File: config.mk
export PLATFORM = sky130hd
export DESIGN_NAME = sm5_lcd_scan
export DESIGN_NICKNAME = d
export VERILOG_FILES = /design/src/rtl/sm5_lcd_scan.sv
export SDC_FILE = /design/constraint.sdc
export NUM_CORES = 1
export LEC_CHECK = 0
export BUFFER_PORTS_ARGS = -buffer_cell sky130_fd_sc_hd__buf_2
export CAP_MARGIN = 30
export CORE_UTILIZATION = 35
export DETAILED_ROUTE_END_ITERATION = 6
export HOLD_SLACK_MARGIN = 0.15
export PLACE_DENSITY_LB_ADDON = 0.08
export SYNTH_ARGS = -nofsm -noshare
export SYNTH_HDL_FRONTEND = slang
export SYNTH_SLANG_ARGS = --single-unit
export TNS_END_PERCENT = 5
File: constraint.sdc
create_clock -name clk -period 3.32 [get_ports clk]
set_input_delay 0.166 -clock clk [delete_from_list [all_inputs] [get_ports clk]]
set_output_delay 0.166 -clock clk [all_outputs]
set_load 0.1 [all_outputs]
File: src/rtl/sm5_lcd_scan.sv
// sm5_lcd_scan: LCD common/segment scanner with double-buffered display RAM snapshot.
// Define SM5_LCD_BLINK_EN to gate the Bs segment with y_reg/blink.
module sm5_lcd_scan #(
   parameter int COMMONS = 4,
   parameter int SEGS = 32,
   parameter int RAM_AW = 7,
   parameter logic [RAM_AW-1:0] DISP_BASE = 7'h60,
   parameter int COM_DIV = 11250
) (
   input  logic               clk,
   input  logic               rst_n,
   output logic               ram_rd,
   output logic [RAM_AW-1:0]  ram_addr,
   input  logic [COMMONS-1:0] ram_data,
   input  logic               bp,
   input  logic [COMMONS-1:0] l_reg,
   input  logic [COMMONS-1:0] y_reg,
   input  logic               blink,
   output logic [COMMONS-1:0] com,
   output logic [SEGS-1:0]    seg,
   output logic               bs,
   output logic               frame_start
);
   localparam int CW = $clog2(COM_DIV);
   localparam int KW = $clog2(COMMONS);
   localparam int IW = $clog2(SEGS);
   typedef enum logic [1:0] {IDLE, READ, WAIT, DONE} state_t;
   state_t state, state_nx;
   logic [CW-1:0] cnt;
   logic [KW-1:0] k, k_nx;
   logic [IW-1:0] idx, cap_idx;
   logic rd_q, shadow_valid, wrap, commit, bs_nx;
   logic [SEGS-1:0] shadow [COMMONS];
   logic [SEGS-1:0] active [COMMONS];
   assign wrap = cnt == CW'(COM_DIV - 1);
   assign k_nx = (k == KW'(COMMONS - 1)) ? '0 : k + KW'(1);
   assign commit = wrap && k_nx == '0 && shadow_valid;
   assign ram_rd = state == READ;
   assign ram_addr = DISP_BASE + RAM_AW'(idx);
`ifdef SM5_LCD_BLINK_EN
   assign bs_nx = l_reg[k_nx] & ~(y_reg[k_nx] & blink);
`else
   logic unused_blink;
   assign unused_blink = ^{y_reg, blink};
   assign bs_nx = l_reg[k_nx];
`endif
   always_comb begin
      state_nx = state;
      state_nx = state == IDLE ? (wrap ? READ : IDLE) :
                 state == READ ? (idx == IW'(SEGS - 1) ? WAIT : READ) :
                 state == WAIT ? DONE : IDLE;
   end
   always_ff @(posedge clk) begin
      if (!rst_n) state <= IDLE;
      else state <= state_nx;
   end
   always_ff @(posedge clk) begin
      if (!rst_n) begin
         cnt <= '0;
         k <= '0;
         idx <= '0;
         cap_idx <= '0;
         rd_q <= 1'b0;
         shadow_valid <= 1'b0;
         com <= COMMONS'(1);
         seg <= '0;
         bs <= 1'b0;
         frame_start <= 1'b0;
         shadow <= '{default: '0};
         active <= '{default: '0};
      end else begin
         cnt <= wrap ? '0 : cnt + CW'(1);
         frame_start <= wrap && k_nx == '0;
         rd_q <= ram_rd;
         cap_idx <= idx;
         idx <= ram_rd ? idx + IW'(1) : '0;
         // Column written one clk after its address, matching RAM latency
         if (rd_q)
            for (int c = 0; c < COMMONS; c++) shadow[c][cap_idx] <= ram_data[c];
         if (commit) shadow_valid <= 1'b0;
         if (state == DONE) shadow_valid <= 1'b1;
         if (wrap) begin
            k <= k_nx;
            com <= COMMONS'(1) << k_nx;
            seg <= (commit ? shadow[k_nx] : active[k_nx]) & {SEGS{bp}};
            bs <= bs_nx;
            if (commit) active <= shadow;
         end
      end
   end
endmodule

==> results.sh, run 1 <==
export IMPL_avgSynthCellArea_sq_um=9.05
export IMPL_dieArea_sq_um=39600
export IMPL_max_slew_margin_pct=36.1
export IMPL_fin_area_sq_um=15500
export IMPL_hp_class="in2reg"
export IMPL_hold_depth=3
export IMPL_cts_buffer_depth=3
export IMPL_finalSetupTns_ns=0
export IMPL_path_cells="or4b_4 -> or4_4 -> buf_4 -> o211ai_2 -> a21boi_2 -> o21ai_1"
export IMPL_gp_congestion=0.713
export IMPL_vias=10113
export IMPL_core_rowCount=71
export IMPL_clk_pin_slew_ns=0.06
export IMPL_root_buffer="clkbuf_16"
export IMPL_via_per_inst=4.94
export IMPL_hold_end="shadow[31]$_SDFFE_PN0P_"
export IMPL_synth_area_sq_um=13600
export IMPL_rr_worst_depth=6
export IMPL_fmaxAchievable_ghz=0.388
export IMPL_ys_async_sr_fraction_pct=0
export IMPL_drcViolationCount=0
export IMPL_areaGrowthSynthToFinish_pct=14.3
export IMPL_cp_num_buf_inv=1
export IMPL_synth_cell_types=44
export IMPL_maxCapViolCount=0
export IMPL_chipHeight_um=199
export IMPL_hpwl_um=19100
export IMPL_core_area_sq_um=37900
export IMPL_drive_gt1_share_pct=14.8
export IMPL_gr_total_overflow=0
export IMPL_grt_pass1_wl_um=54300
export IMPL_dr_pass1_iters=5
export IMPL_setup_violations=0
export IMPL_r2r_start="cnt[10]$_SDFF_PP0_"
export IMPL_seq_area_frac_synth_pct=47.7
export IMPL_wl_per_cell_um=16.3
export IMPL_h_tree_depth=2
export IMPL_reg2reg_to="seg[5]$_SDFFE_PN0N_"
export IMPL_grt_pass1_vias=10123
export IMPL_tightest_slew_ns=0.958
export IMPL_worst_slack_ns=0.742
export IMPL_power_per_cell_area_nw_per_um2=531
export IMPL_cts_tree="yes"
export IMPL_total_power_mw=8.24
export IMPL_skew_ns=0.0108
export IMPL_status="finished, final reports clean"
export IMPL_crit_path_max_fanout=39
export IMPL_pre_cts_ws_ns=0.743
export IMPL_synthCells=1501
export IMPL_grt_max_degree=129
export IMPL_end_kind="flop"
export IMPL_leakage_nw=5.21
export IMPL_ys_ff_latch=324
export IMPL_detail_route_iter0_violations=480
export IMPL_r2r_slack_ns=0.74
export IMPL_io_buffers=54
export IMPL_maxSlewViolCount=0
export IMPL_synth_edf_count=0
export IMPL_die_x_um=199
export IMPL_cp_slowest_cell="or4_4"
export IMPL_rsz0062_at_grt="no"
export IMPL_period_share_pct=77.6
export IMPL_drt_wl_total_um=33300
export IMPL_hold_viol=0
export IMPL_diodes=0
export IMPL_initial_core_util_pct=35.8
export IMPL_yosys_most_used_dff="dfxtp_1"
export IMPL_pin_count=62
export IMPL_cts_sinks=324
export IMPL_cp_data_required_time_ns=3.71
export IMPL_synth_warnings=0
export IMPL_period_needed_ns=2.58
export IMPL_post_cts_resized=0
export IMPL_fillers=3844
export IMPL_clk_latency_ns=0.52
export IMPL_max_stage_delay_ns=0.78
export IMPL_detail_route_antenna_nets=0
export IMPL_final_nets=1534
export IMPL_critPathTopFamily="simple AND/OR/NAND/NOR gates"
export IMPL_peakVddDrop_uv=305
export IMPL_antenna_found_initial=0
export IMPL_cp_arrival_ns=2.97
export IMPL_hold_start="ram_data[3]"
export IMPL_cts_buffers=39
export IMPL_gr_usage_all_layers_pct=17.3
export IMPL_detailed_place_area_sq_um=14200
export IMPL_worst_setup_path_type="reg2reg"
export IMPL_start_kind="flop"
tightest hold or removal path, stage by stage:
cell	delay (ns)
buf_2	0.28
nand2_1	0.12
a21oi_1	0.05
cell families after synthesis:
kind of cell    after synthesis  synth area share [%]
simple gates                615                  18.7
xor+xnor                     14                 0.902
other cells                   1                0.0276
flops                       324                  47.7
buf+inv                     123                  4.76
mux                         157                  16.9
compound gates              259                  10.3
fa+ha+maj                     8                 0.737
metrics by stage:
| stage | util [%] | instances | hold slack (ns) |
|---|---|---|---|
| after global placement | 37.5 | 1976 | 0.434 |
| after global routing | 40.9 | 2046 | 0.198 |
| after CTS | 40.9 | 2045 | 0.268 |
| after floorplan | - | 1502 | 0.313 |
| after detailed placement | 37.5 | 1976 | 0.437 |
| final | 40.9 | 2046 | 0.154 |
power by group:
part	switching, mW	total, mW	internal [mW]
logic	0.122	0.144	0.0223
registers	0.00367	3.89	3.89
clock network	1.63	4.21	2.58
placed cells by master, fill, tap and decap left out, types with 7 or more instances in the layout:
master     netlist  final
ha_1             8      7
mux4_2          57     57
a21oi_1        205    205
mux2i_1         92     92
nand3_1         73     73
clkbuf_16        0     41
buf_4            8     20
nand2_1        401    401
buf_2           16     54
mux2_2           8      8
nor2_1         102    101
xnor2_1          8      8
o21ai_1         12     12
dfxtp_1        324    323
clkbuf_1        72     12
o21ai_0         24     24
per-layer routing:
| metal | GRT usage [%] | wire, um | up-vias |
|---|---|---|---|
| li1 | - | - | 5123 |
| met1 | 23.3 | 16200 | 4835 |
| met2 | 28.9 | 15600 | 111 |
| met3 | 2.48 | 898 | 44 |
| met4 | 4.73 | 614 | 0 |
| met5 | 0 | 0 | - |
flip-flops by register name (all words and copies together) (netlist names), 2 cells and up:
signal   cells
state        2
shadow     128
com          4
seg         32
idx          5
cnt         14
cap_idx      5
active     128
k            2
cell usage after synthesis (12+ instances only):
master | n | share of area (%)
clkbuf_1 | 72 | 2.0
buf_6 | 18 | 1.5
nor2_1 | 102 | 2.8
o21ai_0 | 24 | 0.88
nand2_1 | 401 | 11
a21oi_1 | 205 | 7.5
o21ai_1 | 12 | 0.44
buf_2 | 16 | 0.59
nand3_1 | 73 | 2.7
mux2i_1 | 92 | 6.8
mux4_2 | 57 | 9.4
dfxtp_1 | 324 | 48
area by class of cell:
type / instances / area (sq um) / area share (%)
Inverter: 6 / 30.0 / 0.193
Clock inverter: 9 / 129 / 0.830
Tap cell: 511 / 639 / 4.12
Sequential cell: 324 / 6490 / 41.8
Timing Repair Buffer: 84 / 598 / 3.85
Multi-Input combinational cell: 1055 / 6520 / 42.0
Clock buffer: 57 / 1130 / 7.25
worst max path at each step:
| stage | start | endpoint | slack, ns | cells past startpoint |
|---|---|---|---|---|
| floorplan | k[0]$_SDFFE_PN0N_ | seg[21]$_SDFFE_PN0N_ | 0.61 | 10 |
| global placement | cnt[10]$_SDFF_PP0_ | seg[3]$_SDFFE_PN0N_ | 0.74 | 6 |
| detailed placement | cnt[10]$_SDFF_PP0_ | seg[3]$_SDFFE_PN0N_ | 0.74 | 6 |
| CTS | cnt[10]$_SDFF_PP0_ | seg[5]$_SDFFE_PN0N_ | 0.71 | 6 |
| global route | cnt[10]$_SDFF_PP0_ | seg[1]$_SDFFE_PN0N_ | 0.63 | 6 |
| finish | cnt[10]$_SDFF_PP0_ | seg[5]$_SDFFE_PN0N_ | 0.74 | 6 |
timing repair:
item                                   CTS  global route
hold buffers                             3             0
setup buffers                            0             0
endpoints found under the hold margin   12             0
No activity file was read; power rests on OpenSTA's default activity.
==> inputs of run 2 (changes only) <==
--- a/config.mk
+++ b/config.mk
@@ -5,6 +5,7 @@
 export SDC_FILE = /design/constraint.sdc
 export NUM_CORES = 1
 export LEC_CHECK = 0
+export ABC_AREA = 1
 export BUFFER_PORTS_ARGS = -buffer_cell sky130_fd_sc_hd__buf_2
 export CAP_MARGIN = 30
 export CORE_UTILIZATION = 35
==> constraint.sdc (replaced) <==
create_clock -name clk -period 2.21 [get_ports clk]
set_input_delay 0.1105 -clock clk [delete_from_list [all_inputs] [get_ports clk]]
set_output_delay 0.1105 -clock clk [all_outputs]
set_load 0.1 [all_outputs]
==> run 2 against run 1 <==
- register-to-register slack worse by 0.60 ns
- final area rose by 11%
- worst setup slack got worse by 0.60 ns
- non-clock buffer count increased by 40
- clock skew up 0.0017 ns
- count of clock-buffer cells in the layout is 3 higher
- sequential power is 50% higher
- utilization increased by 0.17 points
- sequential share of layout area decreased by 4.1 points
- critical path depth grew 2
- total power grew 51%
- critical endpoint is now bs$_SDFFE_PN0N_
==> results.sh, run 2 <==
export IMPL_end_kind="flop"
export IMPL_gp_congestion=0.763
export IMPL_synth_edf_count=0
export IMPL_hold_depth=6
export IMPL_rsz0062_at_grt="no"
export IMPL_root_buffer="clkbuf_16"
export IMPL_maxSlewViolCount=0
export IMPL_cts_tree="yes"
export IMPL_peakVddDrop_uv=498
export IMPL_crit_path_max_fanout=31
export IMPL_layout_common_cells="453 x nor2_1, 417 x nand2_1, 322 x dfxtp_1, 319 x o21ai_0, 317 x inv_1"
export IMPL_initial_core_util_pct=35.6
export IMPL_top_regs="active: 128 flops, shadow: 128 flops, seg: 32 flops"
export IMPL_synth_top_area_share_pct=43.5
export IMPL_cts_buffers=40
export IMPL_io_buffers=54
export IMPL_cts_setup_buffers=0
export IMPL_synth_cell_types=31
export IMPL_grt_pass1_vias=12788
export IMPL_clk_pin_slew_ns=0.06
export IMPL_ys_ff_latch=324
export IMPL_chipHeight_um=208
export IMPL_h_tree_depth=2
export IMPL_final_util_pct=41.1
export IMPL_dieArea_sq_um=43400
export IMPL_netlist_top_cells_count="456 x nor2_1, 417 x nand2_1, 324 x dfxtp_1"
export IMPL_maxCapViolCount=0
export IMPL_yosys_most_used_dff="dfxtp_1"
export IMPL_power_per_cell_area_nw_per_um2=721
export IMPL_final_common_cell="nor2_1"
export IMPL_rr_worst_depth=8
export IMPL_period_needed_ns=2.06
export IMPL_cp_data_required_time_ns=2.68
export IMPL_total_power_mw=12.4
export IMPL_synthCells=2273
export IMPL_grt_use_met1_pct=27.5
export IMPL_areaGrowthSynthToFinish_pct=15.6
export IMPL_max_slew_margin_pct=57.1
export IMPL_setup_violations=0
export IMPL_synth_area_sq_um=14900
export IMPL_worst_setup_path_type="reg2reg"
export IMPL_whs_ns=0.181
export IMPL_drive_gt1_share_pct=8.13
export IMPL_skew_ns=0.0124
export IMPL_synth_top_cell_by_area="dfxtp_1"
export IMPL_via_per_inst=4.73
export IMPL_fin_cells=2865
export IMPL_reg2reg_to="bs$_SDFFE_PN0N_"
export IMPL_cp_arrival_ns=2.54
export IMPL_die_x_um=208
export IMPL_cts_sinks=324
export IMPL_leakage_nw=7.59
export IMPL_hpwl_um=24900
export IMPL_antenna_found_initial=0
export IMPL_grtUsageMet3_pct=2.66
export IMPL_detail_route_iter0_violations=808
export IMPL_grt_pass1_wl_um=69500
export IMPL_synth_warnings=0
export IMPL_ys_async_sr_fraction_pct=0
export IMPL_core_rowCount=75
export IMPL_hold_start="bp"
export IMPL_cts_buffer_depth=3
export IMPL_final_nets=2324
export IMPL_gr_total_overflow=0
export IMPL_diodes=0
export IMPL_clk_latency_ns=0.55
export IMPL_placed_cells=2789
export IMPL_synth_most_common_cell="nor2_1"
export IMPL_synth_area_leaders="dfxtp_1 43%, nor2_1 11%, o21ai_0 11%"
export IMPL_r2r_slack_ns=0.15
export IMPL_seq_area_frac_synth_pct=43.5
export IMPL_gr_usage_all_layers_pct=20.1
export IMPL_status="finished, final reports clean"
export IMPL_drcViolationCount=0
export IMPL_use_met2_pct=33.0
export IMPL_dr_pass1_iters=5
export IMPL_hold_end="seg[31]$_SDFFE_PN0N_"
export IMPL_grt_max_degree=117
export IMPL_hp_class="in2reg"
export IMPL_start_kind="flop"
export IMPL_gr_max_usage_layer="met2"
export IMPL_drt_wl_total_um=43300
export IMPL_path_cells="clkinv_2 -> ha_4 -> inv_2 -> buf_12 -> nor2_1 -> o21ai_0 -> dlygate4sd3_1 -> a31oi_1"
export IMPL_vias=13562
export IMPL_avgSynthCellArea_sq_um=6.56
export IMPL_period_share_pct=93.4
export IMPL_r2r_start="k[0]$_SDFFE_PN0N_"
export IMPL_cp_slowest_cell="dlygate4sd3_1"
export IMPL_tightest_slew_ns=0.643
export IMPL_wl_per_cell_um=15.1
export IMPL_hold_viol=0
export IMPL_core_area_sq_um=41900
export IMPL_max_stage_delay_ns=0.57
export IMPL_fmaxAchievable_ghz=0.484
export IMPL_pin_count=62
export IMPL_detail_route_antenna_nets=0
run 2: kinds of logic (layout without fill, tap and decap cells):
family | Yosys count | after routing | synth area share (%)
simple gates | 1070 | 1070 | 29.2
buf+inv | 459 | 511 | 12.7
xor+xnor | 3 | 3 | 0.176
fa+ha+maj | 8 | 8 | 0.671
flops | 324 | 324 | 43.5
other cells | 1 | 2 | 0.0251
compound gates | 408 | 408 | 13.7
run 2: area by class of cell:
type,count,area (sq um)
fillers,4456,24700
well taps,539,674
flip-flops and latches,324,6490
clock inverters,8,65.1
inverters,319,1200
multi-input cells,1491,6570
clock buffers,60,1190
repair buffers,124,1060
run 2: through the flow:
stage | instance area, sq um | setup TNS (ns) | setup WS, ns
final | 17200 | 0 | 0.145
after detailed placement | 15900 | 0 | 0.169
after global placement | 15900 | 0 | 0.177
after global routing | 17200 | 0 | 0.0136
after floorplan | 14900 | -4.09 | -0.144
after CTS | 17200 | 0 | 0.0323
run 2: where the power goes:
group / switching [mW] / total (mW) / internal [mW]
Clock: 2.50 / 6.30 / 3.80
Sequential: 0.00437 / 5.85 / 5.85
Combinational: 0.210 / 0.285 / 0.0749
run 2: worst max-delay path by stage:
stage               slack (ns)                       to              start
global placement          0.18  active[22]$_SDFFE_PN0P_  cnt[0]$_SDFF_PP0_
global route              0.01          bs$_SDFFE_PN0N_  k[0]$_SDFFE_PN0N_
CTS                       0.03          bs$_SDFFE_PN0N_  k[1]$_SDFFE_PN0N_
finish                    0.15          bs$_SDFFE_PN0N_  k[0]$_SDFFE_PN0N_
detailed placement        0.17  active[22]$_SDFFE_PN0P_  cnt[0]$_SDFF_PP0_
floorplan                -0.14     seg[16]$_SDFFE_PN0N_  k[0]$_SDFFE_PN0N_
run 2: repair_timing:
action	in CTS	in global routing
hold buffers	8	0
setup endpoints to repair	0	1
gates resized for setup	0	2
hold endpoints to repair	96	0
run 2: metal layers:
layer / wire, um / vias to the layer above
li1: - / 7137
met5: 0 / -
met3: 1860 / 58
met2: 19200 / 260
met1: 21400 / 6107
met4: 855 / 0
run 2: worst max-delay path: cells and delay by family, from the launching register on:
kind,cells,cell delay (ns)
buffers and inverters,4,0.94
flip-flops,1,0.37
AND/OR/NAND/NOR,1,0.12
AO/OA/AOI/OAI,2,0.22
adder cells (fa/ha/maj),1,0.32
